**src/rtl/register_bus_arbiter.sv**
```systemverilog
// register_bus_arbiter
//   Shares one register-block access port among N_REQ requesters (requester 0
//   is the UART command parser, the rest are on-chip sequencers). Each
//   requester owns one write slot and one read slot. A round-robin arbiter
//   picks the next requester while idle. Only one transaction is in flight at
//   a time, and every read response is routed back to the requester that
//   issued it.
//
// Optional feature macro: REG_ARB_TIMEOUT_EN
//   When defined, a read that waits TIMEOUT cycles without i_r_valid ends
//   with an error response: o_r_valid and o_r_err pulse together and the
//   read data is all ones.
//   When undefined, a read waits indefinitely and o_r_err is tied to 0.
//
// Parameters
//   N_REQ       number of requesters (>= 2)
//   ADDR_WIDTH  register address width
//   DATA_WIDTH  register data width
//   TIMEOUT     read-wait limit in cycles (only used with REG_ARB_TIMEOUT_EN)
//
// Ports
//   clk, i_reset_n            clock, asynchronous active-low reset
//   i_w_en/i_w_addr/i_w_value per-requester write request pulse + payload
//   i_r_en/i_r_addr           per-requester read request pulse + address
//   o_r_value/o_r_valid       per-requester read data + 1-cycle valid pulse
//   o_r_err                   per-requester read-timeout pulse (with o_r_valid)
//   o_busy                    requester has a pending write or read slot
//   o_drop                    1-cycle pulse: a request hit an occupied slot
//   o_w_en/o_w_addr/o_w_value registered write port to the register block
//   o_r_en/o_r_addr           registered read port to the register block
//   i_r_value/i_r_valid       read response from the register block

module register_bus_arbiter #(
  parameter int unsigned N_REQ      = 2,
  parameter int unsigned ADDR_WIDTH = 8,
  parameter int unsigned DATA_WIDTH = 32,
  parameter int unsigned TIMEOUT    = 256
) (
  input  logic                  clk,
  input  logic                  i_reset_n,
  input  logic [N_REQ-1:0]      i_w_en,
  input  logic [ADDR_WIDTH-1:0] i_w_addr  [N_REQ],
  input  logic [DATA_WIDTH-1:0] i_w_value [N_REQ],
  input  logic [N_REQ-1:0]      i_r_en,
  input  logic [ADDR_WIDTH-1:0] i_r_addr  [N_REQ],
  output logic [DATA_WIDTH-1:0] o_r_value [N_REQ],
  output logic [N_REQ-1:0]      o_r_valid,
  output logic [N_REQ-1:0]      o_r_err,
  output logic [N_REQ-1:0]      o_busy,
  output logic [N_REQ-1:0]      o_drop,
  output logic                  o_w_en,
  output logic [ADDR_WIDTH-1:0] o_w_addr,
  output logic [DATA_WIDTH-1:0] o_w_value,
  output logic                  o_r_en,
  output logic [ADDR_WIDTH-1:0] o_r_addr,
  input  logic [DATA_WIDTH-1:0] i_r_value,
  input  logic                  i_r_valid
);

  localparam int unsigned ID_W = $clog2(N_REQ);

  typedef enum logic [1:0] {
    IDLE,
    WRITE,
    RD_ISSUE,
    RD_WAIT
  } state_t;

  state_t state;
  state_t state_next;

  // Request slots
  logic [N_REQ-1:0]      w_valid;
  logic [N_REQ-1:0]      r_valid;
  logic [ADDR_WIDTH-1:0] w_slot_addr [N_REQ];
  logic [DATA_WIDTH-1:0] w_slot_data [N_REQ];
  logic [ADDR_WIDTH-1:0] r_slot_addr [N_REQ];

  // Slot bookkeeping
  logic [N_REQ-1:0] w_free;
  logic [N_REQ-1:0] r_free;
  logic [N_REQ-1:0] w_load;
  logic [N_REQ-1:0] r_load;
  logic [N_REQ-1:0] w_drop;
  logic [N_REQ-1:0] r_drop;
  logic [N_REQ-1:0] pending;

  // Arbitration
  logic [ID_W-1:0] ptr;
  logic [ID_W-1:0] ptr_next;
  logic [ID_W-1:0] owner;
  logic [ID_W-1:0] winner;
  logic            found;
  logic            grant;
  logic            timeout_hit;

  assign pending = w_valid | r_valid;
  assign o_busy  = pending;
  assign grant   = (state == IDLE) && found;

  // A slot is released by the cycle that actually issues it (WRITE or
  // RD_ISSUE), so a new request arriving on that same edge refills the slot
  // instead of being dropped.
  always_comb begin
    w_free = '0;
    r_free = '0;
    if (state == WRITE)    w_free[owner] = 1'b1;
    if (state == RD_ISSUE) r_free[owner] = 1'b1;
  end

  assign w_load = i_w_en & ~(w_valid & ~w_free);
  assign r_load = i_r_en & ~(r_valid & ~r_free);
  assign w_drop = i_w_en & w_valid & ~w_free;
  assign r_drop = i_r_en & r_valid & ~r_free;

  // Round-robin scan starting at ptr, wrapping at N_REQ.
  always_comb begin
    int unsigned idx;
    logic [ID_W-1:0] sel;
    found  = 1'b0;
    winner = '0;
    for (int unsigned k = 0; k < N_REQ; k++) begin
      idx = 32'(ptr) + k;
      if (idx >= N_REQ) idx = idx - N_REQ;
      sel = ID_W'(idx);
      if (!found && pending[sel]) begin
        found  = 1'b1;
        winner = sel;
      end
    end
  end

  assign ptr_next = (winner == ID_W'(N_REQ - 1)) ? '0 : winner + 1'b1;

  // Next-state logic
  always_comb begin
    state_next = state;
    case (state)
      IDLE: begin
        if (found) state_next = w_valid[winner] ? WRITE : RD_ISSUE;
      end
      WRITE:    state_next = IDLE;
      RD_ISSUE: state_next = RD_WAIT;
      RD_WAIT: begin
        if (i_r_valid || timeout_hit) state_next = IDLE;
      end
      default:  state_next = IDLE;
    endcase
  end

  always_ff @(posedge clk or negedge i_reset_n) begin
    if (!i_reset_n) state <= IDLE;
    else            state <= state_next;
  end

  // Slot capture/release and drop reporting
  always_ff @(posedge clk or negedge i_reset_n) begin
    if (!i_reset_n) begin
      w_valid <= '0;
      r_valid <= '0;
      o_drop  <= '0;
      for (int unsigned i = 0; i < N_REQ; i++) begin
        w_slot_addr[i] <= '0;
        w_slot_data[i] <= '0;
        r_slot_addr[i] <= '0;
      end
    end else begin
      o_drop <= w_drop | r_drop;
      for (int unsigned i = 0; i < N_REQ; i++) begin
        if (w_load[i]) begin
          w_valid[i]     <= 1'b1;
          w_slot_addr[i] <= i_w_addr[i];
          w_slot_data[i] <= i_w_value[i];
        end else if (w_free[i]) begin
          w_valid[i] <= 1'b0;
        end
        if (r_load[i]) begin
          r_valid[i]     <= 1'b1;
          r_slot_addr[i] <= i_r_addr[i];
        end else if (r_free[i]) begin
          r_valid[i] <= 1'b0;
        end
      end
    end
  end

  // The bus enables are registered at grant time, so they are high exactly
  // during the WRITE / RD_ISSUE cycle that follows.
  always_ff @(posedge clk or negedge i_reset_n) begin
    if (!i_reset_n) begin
      ptr       <= '0;
      owner     <= '0;
      o_w_en    <= 1'b0;
      o_w_addr  <= '0;
      o_w_value <= '0;
      o_r_en    <= 1'b0;
      o_r_addr  <= '0;
      o_r_valid <= '0;
`ifdef REG_ARB_TIMEOUT_EN
      o_r_err   <= '0;
`endif
      for (int unsigned i = 0; i < N_REQ; i++) o_r_value[i] <= '0;
    end else begin
      o_w_en    <= 1'b0;
      o_r_en    <= 1'b0;
      o_r_valid <= '0;
`ifdef REG_ARB_TIMEOUT_EN
      o_r_err   <= '0;
`endif
      if (grant) begin
        owner <= winner;
        ptr   <= ptr_next;
        if (w_valid[winner]) begin
          o_w_en    <= 1'b1;
          o_w_addr  <= w_slot_addr[winner];
          o_w_value <= w_slot_data[winner];
        end else begin
          o_r_en   <= 1'b1;
          o_r_addr <= r_slot_addr[winner];
        end
      end
      if (state == RD_WAIT && i_r_valid) begin
        o_r_valid[owner] <= 1'b1;
        o_r_value[owner] <= i_r_value;
      end
`ifdef REG_ARB_TIMEOUT_EN
      else if (timeout_hit) begin
        o_r_valid[owner] <= 1'b1;
        o_r_err[owner]   <= 1'b1;
        o_r_value[owner] <= '1;
      end
`endif
    end
  end

`ifdef REG_ARB_TIMEOUT_EN
  localparam int unsigned CNT_W = $clog2(TIMEOUT + 1);

  logic [CNT_W-1:0] wait_cnt;

  // wait_cnt is 0 in the first RD_WAIT cycle, so the limit is TIMEOUT-1.
  assign timeout_hit = (state == RD_WAIT) && !i_r_valid &&
                       (wait_cnt == CNT_W'(TIMEOUT - 1));

  always_ff @(posedge clk or negedge i_reset_n) begin
    if (!i_reset_n)              wait_cnt <= '0;
    else if (state != RD_WAIT)   wait_cnt <= '0;
    else                         wait_cnt <= wait_cnt + 1'b1;
  end
`else
  assign timeout_hit = 1'b0;
  assign o_r_err     = '0;
`endif

endmodule
```
**config.mk**
```make
export PLATFORM = sky130hd
export DESIGN_NAME = register_bus_arbiter
export DESIGN_NICKNAME = d
export VERILOG_FILES = /design/src/rtl/register_bus_arbiter.sv
export SDC_FILE = /design/constraint.sdc
export NUM_CORES = 1
export LEC_CHECK = 0
export ABC_AREA = 1
export BUFFER_PORTS_ARGS = -buffer_cell sky130_fd_sc_hd__buf_2
export CELL_PAD_IN_SITES_DETAIL_PLACEMENT = 1
export CELL_PAD_IN_SITES_GLOBAL_PLACEMENT = 2
export CORE_ASPECT_RATIO = 2
export CORE_MARGIN = 2
export CORE_UTILIZATION = 32
export DETAILED_ROUTE_END_ITERATION = 10
export PLACE_DENSITY = 0.81
export SYNTH_ARGS = -nofsm -noshare
export SYNTH_HDL_FRONTEND = slang
export SYNTH_SLANG_ARGS = --single-unit
export TNS_END_PERCENT = 20
```
**constraint.sdc**
```tcl
create_clock -name clk -period 2.89 [get_ports clk]
set_input_delay 0 -clock clk [delete_from_list [all_inputs] [get_ports clk]]
set_output_delay 0 -clock clk [all_outputs]
set_load 0.03 [all_outputs]
```
### Word-level counts from Yosys, hierarchy flattened

Index checks and enable logic that the tools add are counted.

* $lt $le $gt $ge: 10
* bitwise logic cells: 17
* eq/ne operators: 5
* div/mod/pow operators: 0
* $add $sub $neg: 4
* multiplexer cells: 46
* shift-type cells: 0
* multipliers: 0
* reduce and logical (&&, ||, !) cells: 14

Operators with widths (count)
* two-way mux 32 bit: 4
* bitwise mux 64 bit: 1
* two-way mux 8 bit: 6
* demux 32 bit (select 1 bit): 1
* two-way mux 1 bit: 26
* AND 2 bit: 8
* two-way mux 2 bit: 6
* < comparator 1 x 2 -> 1 bit (second input constant): 4
* inverter 2 bit: 4
* one-hot mux 2 bit (4 select lines): 1
* nonzero test 2 bit: 4
* greater-or-equal comparator 2 bit (second input constant): 3
* AND reduction 2 bit: 3
* logical AND 1 bit: 5
* == test 2 bit (second input constant): 2
* inequality test 2 bit (second input constant): 2
* inverter 1 -> 2 bit: 2
* OR 2 bit: 2
* adder 1 x 1 -> 2 bit (second input constant): 1
* == test 2 x 1 -> 1 bit (second input constant): 1
* greater-or-equal comparator 1 x 2 -> 1 bit (second input constant): 1
* zero test 2 bit: 1
* < comparator 2 x 1 -> 1 bit (second input constant): 1
* subtractor 1 bit (second input constant): 2
* other kinds (5): 5

* bits in writable memories: 0
* input bits: 135
* memory bits (read-only): 0
* memories kept: 0
* register bits: 222
* bits in latches: 0
* output and inout port bits: 122
* word-level logic and storage cells: 118

### Depth between registers and ports, before layout

Gate-level depths: netlist of run 1.

* word-level depth: 13
* mapped depth: 9
* depth with buffers taken out: 7

### Worst setup path after synthesis of run 1

OpenSTA, ideal clock, no wires.

* kind: register to register
* start point: register w_valid[1]
* end point: register ptr
* clock period less this slack: 1.449 ns
* library setup time: 0.119 ns
* stages on the path, launching flop included: 6
* arrival: 1.330 ns
* path slack: 1.441 ns
* path buffers: 1
* data required time: 2.771 ns
* cells stage by stage: dfrtp_1 -> inv_1 -> nand2_1 -> clkbuf_1 -> nand3_1 -> o21a_1

* word-level cells in the longest chain between the ends: 9
* elaborated cells between the ends (all ways): 14
* those cells by class: add/sub (1); mux (9); bitwise (1); reduce/logical (3)

Ends and longest elaborated chain
* start, declared: RTL line 73 `logic [N_REQ-1:0] w_valid;`
* start signal, assigned: RTL line 159 `w_valid <= '0;`
* start signal, assigned by index: RTL line 171 `w_valid[i] <= 1'b1;`
* start signal, assigned by index: RTL line 175 `w_valid[i] <= 1'b0;`
* OR 2 bit *: RTL line 97 `assign pending = w_valid | r_valid;`
* named net o_busy[1]: RTL line 49 `output logic [N_REQ-1:0] o_busy,`
* two-way mux 1 bit (implied by the code) (2 in a row): RTL line 126 `if (!found && pending[sel]) begin`
* two-way mux 1 bit: RTL line 126
* zero test 1 bit: RTL line 126
* logical AND 1 bit: RTL line 126
* two-way mux 1 bit: RTL line 126
* adder 1 bit: RTL line 133 `assign ptr_next = (winner == ID_W'(N_REQ - 1)) ? '0 : winner + 1'b1;`
* two-way mux 1 bit: RTL line 133
* end signal, assigned: RTL line 212 `ptr <= ptr_next;`
* end, declared: RTL line 89 `logic [ID_W-1:0] ptr;`

Mark *: on every way through the listed nets, which the timed path passes. The rest lies on a longest branch. The select of a mux whose other input is x is not followed.
A chain may end at the register's enable or synchronous reset.

### Final worst setup path of run 1

* start point: register w_valid[0]
* end point: register o_w_value[17]

* word-level cells in the longest chain between the ends: 11
* elaborated cells between the ends (all ways): 19
* those cells by class: mux (13); bitwise (2); reduce/logical (4)

Ends and longest elaborated chain
* OR 2 bit: RTL line 97
* two-way mux 1 bit (implied by the code) (2 in a row): RTL line 126
* two-way mux 1 bit: RTL line 126
* zero test 1 bit: RTL line 126
* logical AND 1 bit: RTL line 126
* two-way mux 1 bit: RTL line 126
* inverter 1 -> 2 bit (implied by the code): RTL line 216 `o_w_value <= w_slot_data[winner];`
* two-way mux 32 bit (implied by the code) (3 in a row): RTL line 216
* end signal, assigned: RTL line 216
* end, declared: RTL line 53 `output logic [DATA_WIDTH-1:0] o_w_value,`

Several ways; a longest one is shown, not always the timed one. The select of a mux whose other input is x is not followed.

==> flow_metrics.env, run 1 <==
export IMPL_ctsResizeCount=0
export IMPL_num_vias=8910
export IMPL_maxCapViolations=0
export IMPL_synth_edff_count=0
export IMPL_crit_path_end="o_w_value[17]$_DFFE_PN0P_"
export IMPL_wl_per_cell_um=17.53
export IMPL_synth_area_leader_cell="dfrtp_1"
export IMPL_irDropWorstVdd_uv=475.4
export IMPL_startpoint="w_valid[0]$_DFFE_PN0P_"
export IMPL_crit_chain="o21ai_4, buf_4, nand2_1, nand2_1, buf_4, nand3_1, nand2_1"
export IMPL_num_antenna_cells=0
export IMPL_syn_area_per_cell_um2=8.457
export IMPL_yosys_warnings=0
export IMPL_slew_headroom_pct=24.34
export IMPL_finalMaxSlewViolations=0
export IMPL_p_switching_w=0.006272
export IMPL_holdBufCountCts=148
export IMPL_final_util_pct=45.29
export IMPL_syn_cell_area_um2=9244
export IMPL_p_per_area_nw_per_um2=1083
export IMPL_drt_total_wl_um=32220
export IMPL_numPortBuffers=254
export IMPL_seqPwrFrac_pct=37.2
export IMPL_fmax_mhz=461.6
export IMPL_row_count=88
export IMPL_rsz0062_at_grt="no"
export IMPL_die_y_um=244.4
export IMPL_clkSinkCount=222
export IMPL_slowest_delay_ns=0.43
export IMPL_r2r_end="o_w_value[17]$_DFFE_PN0P_"
export IMPL_grt_pass1_vias=9773
export IMPL_fin_worst_skew_ns=0.01080
export IMPL_period_needed_ns=2.166
export IMPL_clock_power_share_pct=19.3
export IMPL_ys_ff_latch=222
export IMPL_viasPerCell=4.848
export IMPL_worstPathArrival_ns=2.62
export IMPL_p_leak_nw=7.146
export IMPL_post_cts_setup_buffers=0
export IMPL_worstSetupEndpointType="register"
export IMPL_drc_errors=0
export IMPL_drt_iter0_drc=438
export IMPL_antenna_found_initial=0
export IMPL_synthTopCellsByArea="dfrtp_1 (60%), nand2_1 (19%), nand3_1 (11%)"
export IMPL_crit_family="buffers and inverters"
export IMPL_cp_required_ns=3.34
export IMPL_post_route_period_util_pct=74.96
export IMPL_comb_power_share_pct=43.6
export IMPL_critPathKind="reg2reg"
export IMPL_path_clk_slew_ns=0.07
export IMPL_fin_cells=1838
export IMPL_coreArea_um2=28630
export IMPL_area_growth_pct=40.27
export IMPL_grt_pass1_wl_um=51180
export IMPL_synthTopCellsByCount="nand2_1 (469), dfrtp_1 (222), nand3_1 (198), o21ai_0 (71), inv_1 (49)"
export IMPL_gp_congestion=0.8225
export IMPL_startpoint_type="register"
export IMPL_final_setup_viol_count=0
export IMPL_worstPathMaxFanout=30
export IMPL_setup_tns_ns=0
export IMPL_htreeDepth=1
export IMPL_layout_drive_gt1_share_pct=21.04
export IMPL_cts_tree="built"
export IMPL_hold_class="in2async"
export IMPL_first_pass_iters=4
export IMPL_status="finished clean"
export IMPL_hold_viol=0
export IMPL_die_w_um=124.2
export IMPL_tightest_slew_ns=1.131
export IMPL_switching_share_pct=44.65
export IMPL_r2r_start="w_valid[0]$_DFFE_PN0P_"
export IMPL_ios=257
export IMPL_p_int_w=0.007774
export IMPL_reg2reg_depth=7
export IMPL_clk_path_buf_depth=3
export IMPL_netlist_instances=1093
export IMPL_start_util_pct=32.29
export IMPL_seq_area_frac_synth_pct=60.10
export IMPL_grt_total_usage_pct=21.40
export IMPL_fill_cells=3459
export IMPL_crit_cells=7
export IMPL_root_buffer="clkbuf_16"
export IMPL_synthFlopType="dfrtp_1"
export IMPL_ant_nets=0
export IMPL_synth_distinct_cells=16
export IMPL_synthArstFlopShare_pct=100.0
export IMPL_cp_slowest_cell="dfrtp_1"
export IMPL_nets=1603
export IMPL_synth_most_common_cell="nand2_1"
export IMPL_post_place_cells=1657
export IMPL_r2r_slack_ns=0.72
export IMPL_cts_buffers=21
export IMPL_grt_overflow=0
export IMPL_crit_path_frequent_cell="nand2_1"
export IMPL_grt_max_degree=90
export IMPL_hpwl_um=20470
export IMPL_cp_num_buf_inv=2
export IMPL_die_area_um2=30340
export IMPL_clk_latency_ns=0.51
export IMPL_synth_top_area_share_pct=60.10
power groups by stage:
stage                     clock network (W)  logic [W]  registers [W]
final                               0.00271    0.00612        0.00522
after global routing                0.00289    0.00682        0.00537
after CTS                           0.00277    0.00619        0.00522
after detailed placement                  0    0.00598        0.00526
after global placement                    0    0.00580        0.00522
after floorplan                           0    0.00279        0.00632
layout make-up:
class                      instances  area (um2)  area share, %
timing repair buffer             425        2948          22.73
clock buffer                      31       603.1          4.651
sequential                       222        5555          42.84
multi-input combinational        748        3187          24.58
tap                              360       450.4          3.474
clock inverter                     2       35.03         0.2702
inverter                          50       187.7          1.447
worst min-delay path by stage:
stage                         start                        end  slack (ns)  depth (start not counted)
after floorplan           i_reset_n        o_drop[0]$_DFF_PN0_       -0.30                          0
after global placement    i_reset_n  o_r_value[38]$_DFFE_PN0P_        0.05                          1
after detailed placement  i_reset_n   o_r_value[6]$_DFFE_PN0P_        0.05                          1
after CTS                 i_reset_n   o_r_value[6]$_DFFE_PN0P_        0.11                          2
after global routing      i_reset_n   o_r_value[6]$_DFFE_PN0P_        0.12                          2
final                     i_reset_n   o_r_value[6]$_DFFE_PN0P_        0.05                          2
per-layer routing:
metal / wire (um) / global-route usage [%] / up-vias
met3: 1329 / 2.285 / 49
li1: - / - / 4207
met1: 13810 / 27.57 / 4402
met4: 829 / 6.411 / 0
met5: 0 / 0 / -
met2: 16250 / 37.27 / 252
cells by family (layout without fill, tap and decap cells):
family	count (synthesis)	after routing	synth area share [%]
compound gates	75	75	4.237
simple gates	671	671	30.02
flops	222	222	60.10
buf+inv	124	508	5.604
other cells	1	2	0.04057
metrics by stage:
stage	total power [W]	hold slack [ns]	setup WS (ns)	cell area [um2]
2_1_floorplan	0.009111	-0.2956	1.441	9248
3_3_place_gp	0.01102	0.04648	0.8182	10850
3_5_place_dp	0.01123	0.05180	0.7280	10850
4_1_cts	0.01418	0.1093	0.6774	12970
5_1_grt	0.01507	0.1186	0.5282	12970
6_report	0.01405	0.04514	0.7238	12970
flip-flops by register name (all words and copies together), names as in the netlist, 2 cells and up:
| signal | count |
|---|---|
| o_drop | 2 |
| o_r_addr | 8 |
| o_r_valid | 2 |
| o_r_value | 64 |
| o_w_addr | 8 |
| o_w_value | 32 |
| r_slot_addr | 16 |
| r_valid | 2 |
| state | 2 |
| w_slot_addr | 16 |
| w_slot_data | 64 |
| w_valid | 2 |
placed cells by master (no fill, tap or decap):
cell type and instances:
dlygate4sd3_1 148, buf_2 253, nand2_1 466, o21ai_4 1, conb_1 2, nor3_2 1, clkbuf_16 21, dfrtp_1 222
clkinv_1 1, o21a_1 1, o22ai_1 2, nand2_2 4, clkbuf_1 6, buf_4 22, buf_8 1, inv_1 49
nor2_1 2, bufinv_16 1, o21ai_0 71, buf_12 1, clkinv_2 1, clkbuf_8 4, nand3_2 1, nand3_1 197
(Power assumes the default switching activity.)
==> run 2: changes to the inputs <==
--- a/config.mk
+++ b/config.mk
@@ -11,9 +11,9 @@
 export CELL_PAD_IN_SITES_GLOBAL_PLACEMENT = 2
 export CORE_ASPECT_RATIO = 2
 export CORE_MARGIN = 2
-export CORE_UTILIZATION = 32
+export CORE_UTILIZATION = 30
 export DETAILED_ROUTE_END_ITERATION = 10
-export PLACE_DENSITY = 0.81
+export PLACE_DENSITY = 0.76
 export SYNTH_ARGS = -nofsm -noshare
 export SYNTH_HDL_FRONTEND = slang
 export SYNTH_SLANG_ARGS = --single-unit
==> constraint.sdc (replaced) <==
create_clock -name clk -period 2.2 [get_ports clk]
set_input_delay 0 -clock clk [delete_from_list [all_inputs] [get_ports clk]]
set_output_delay 0 -clock clk [all_outputs]
set_load 0.03 [all_outputs]
==> flow_metrics.env, run 2 (same netlist as run 1, synthesis figures left out) <==
export IMPL_hpwl_um=20560
export IMPL_ios=257
export IMPL_root_buffer="clkbuf_16"
export IMPL_path_clk_slew_ns=0.07
export IMPL_seqPwrFrac_pct=35.6
export IMPL_die_w_um=128.1
export IMPL_finalMaxSlewViolations=0
export IMPL_cp_required_ns=2.66
export IMPL_post_cts_setup_buffers=0
export IMPL_first_pass_iters=4
export IMPL_hold_viol=0
export IMPL_numPortBuffers=254
export IMPL_cts_tree="built"
export IMPL_fin_cells=1876
export IMPL_grt_pass1_vias=9812
export IMPL_totalPowerFinal_w=0.01918
export IMPL_comb_power_share_pct=43.5
export IMPL_layout_commonest_cell="nand2_1"
export IMPL_drt_total_wl_um=32460
export IMPL_fmax_mhz=503.6
export IMPL_setup_tns_ns=0
export IMPL_rsz0062_at_grt="no"
export IMPL_viasPerCell=4.778
export IMPL_area_growth_pct=44.63
export IMPL_multi_input_area_um2=3194
export IMPL_tightest_slew_ns=0.6445
export IMPL_worstPathMaxFanout=22
export IMPL_num_vias=8963
export IMPL_ant_nets=0
export IMPL_grt_total_usage_pct=20.36
export IMPL_htreeDepth=1
export IMPL_irDropWorstVdd_uv=627.0
export IMPL_grt_pass1_wl_um=52630
export IMPL_switching_share_pct=43.65
export IMPL_drc_errors=0
export IMPL_globalRouteMet2Util_pct=35.49
export IMPL_wl_per_cell_um=17.30
export IMPL_register_area_um2=5555
export IMPL_grt_max_degree=77
export IMPL_mostFrequentLayoutCells="nand2_1 (463), buf_2 (253), dfrtp_1 (222)"
export IMPL_clkSinkCount=222
export IMPL_cts_buffers=23
export IMPL_worstPathArrival_ns=2.44
export IMPL_top_usage_layer="met2"
export IMPL_fin_worst_skew_ns=0.01660
export IMPL_fill_cells=3679
export IMPL_p_per_area_nw_per_um2=1435
export IMPL_grt_util_met1_pct=25.96
export IMPL_final_setup_viol_count=0
export IMPL_p_int_w=0.01081
export IMPL_critPathKind="reg2reg"
export IMPL_coreArea_um2=30630
export IMPL_grt_overflow=0
export IMPL_clk_path_buf_depth=3
export IMPL_clock_power_share_pct=20.9
export IMPL_layout_drive_gt1_share_pct=21.62
export IMPL_slew_headroom_pct=57.03
export IMPL_clk_latency_ns=0.52
export IMPL_period_needed_ns=1.986
export IMPL_maxCapViolations=0
export IMPL_status="finished clean"
export IMPL_p_switching_w=0.008374
export IMPL_post_route_period_util_pct=90.26
export IMPL_die_y_um=252.2
export IMPL_hold_class="in2reg"
export IMPL_startpoint_type="register"
export IMPL_p_leak_nw=7.292
export IMPL_start_util_pct=30.18
export IMPL_post_place_cells=1671
export IMPL_die_area_um2=32320
export IMPL_gp_congestion=0.7930
export IMPL_row_count=91
export IMPL_largestRegisters="o_r_value: 64 flops, w_slot_data: 64 flops, o_w_value: 32 flops"
export IMPL_drt_iter0_drc=423
export IMPL_r2r_slack_ns=0.21
export IMPL_nets=1625
export IMPL_antenna_found_initial=1
export IMPL_met3_usage_pct=2.477
export IMPL_worstSetupEndpointType="register"
## run 2: per-layer routing
layer	share of wire, %	vias to the layer above
met4	2.9	0
li1	-	4257
met2	50	233
met1	43	4424
met5	0	-
met3	3.8	49
## run 2: layout make-up
| type | instances | share of cell area [%] |
|---|---|---|
| Multi-Input combinational cell | 748 | 23.89 |
| Tap cell | 372 | 3.482 |
| Antenna cell | 1 | 0.01872 |
| Timing Repair Buffer | 445 | 23.98 |
| Clock inverter | 10 | 1.001 |
| Inverter | 50 | 1.404 |
| Sequential cell | 222 | 41.55 |
| Clock buffer | 28 | 4.670 |
## run 2: what timing repair did
action                                 CTS  global route
endpoints found under the hold margin  324             0
gates resized for setup                  0             0
hold buffers                           166             0
## run 2: path summary, 6_finish.rpt
check	end	startpoint	depth (start not counted)
setup / recovery	w_slot_data[45]$_DFFE_PN0P_	owner$_DFFE_PN0N_	7
hold / removal	w_slot_data[48]$_DFFE_PN0P_	i_w_en[0]	3
setup reg to reg	w_slot_data[45]$_DFFE_PN0P_	owner$_DFFE_PN0N_	7
hold reg to reg	w_slot_data[55]$_DFFE_PN0P_	w_slot_data[55]$_DFFE_PN0P_	2
max in group asynchronous	w_slot_data[20]$_DFFE_PN0P_	i_reset_n	3
min in group asynchronous	o_r_value[36]$_DFFE_PN0P_	i_reset_n	2
## run 2: per-stage QoR
stage | util, % | worst slack [ns] | hold WS [ns] | area, um2
5_1_grt | 43.65 | 0.08041 | 0.04589 | 13370
3_3_place_gp | 35.74 | 0.4044 | 0.03480 | 10950
6_report | 43.65 | 0.2142 | 0.02762 | 13370
2_1_floorplan | - | 0.7515 | -0.2956 | 9248
3_5_place_dp | 35.74 | 0.3035 | 0.04196 | 10950
4_1_cts | 43.64 | 0.2591 | 0.001086 | 13370
## run 2: critical path, stage by stage, from the launching register on
cell,delay [ns]
dfrtp_1,0.43
inv_1,0.17
nand3_1,0.11
nand2_2,0.10
buf_4,0.30
nand3_1,0.12
dlygate4sd3_1,0.59
nand2_1,0.09
## run 2: power groups by stage
stage | Clock (W) | Combinational [W] | Sequential, W
floorplan | 0 | 0.00367 | 0.00830
global placement | 0 | 0.00781 | 0.00683
detailed placement | 0 | 0.00801 | 0.00688
CTS | 0.00414 | 0.00843 | 0.00683
global route | 0.00431 | 0.00926 | 0.00704
finish | 0.00401 | 0.00834 | 0.00684
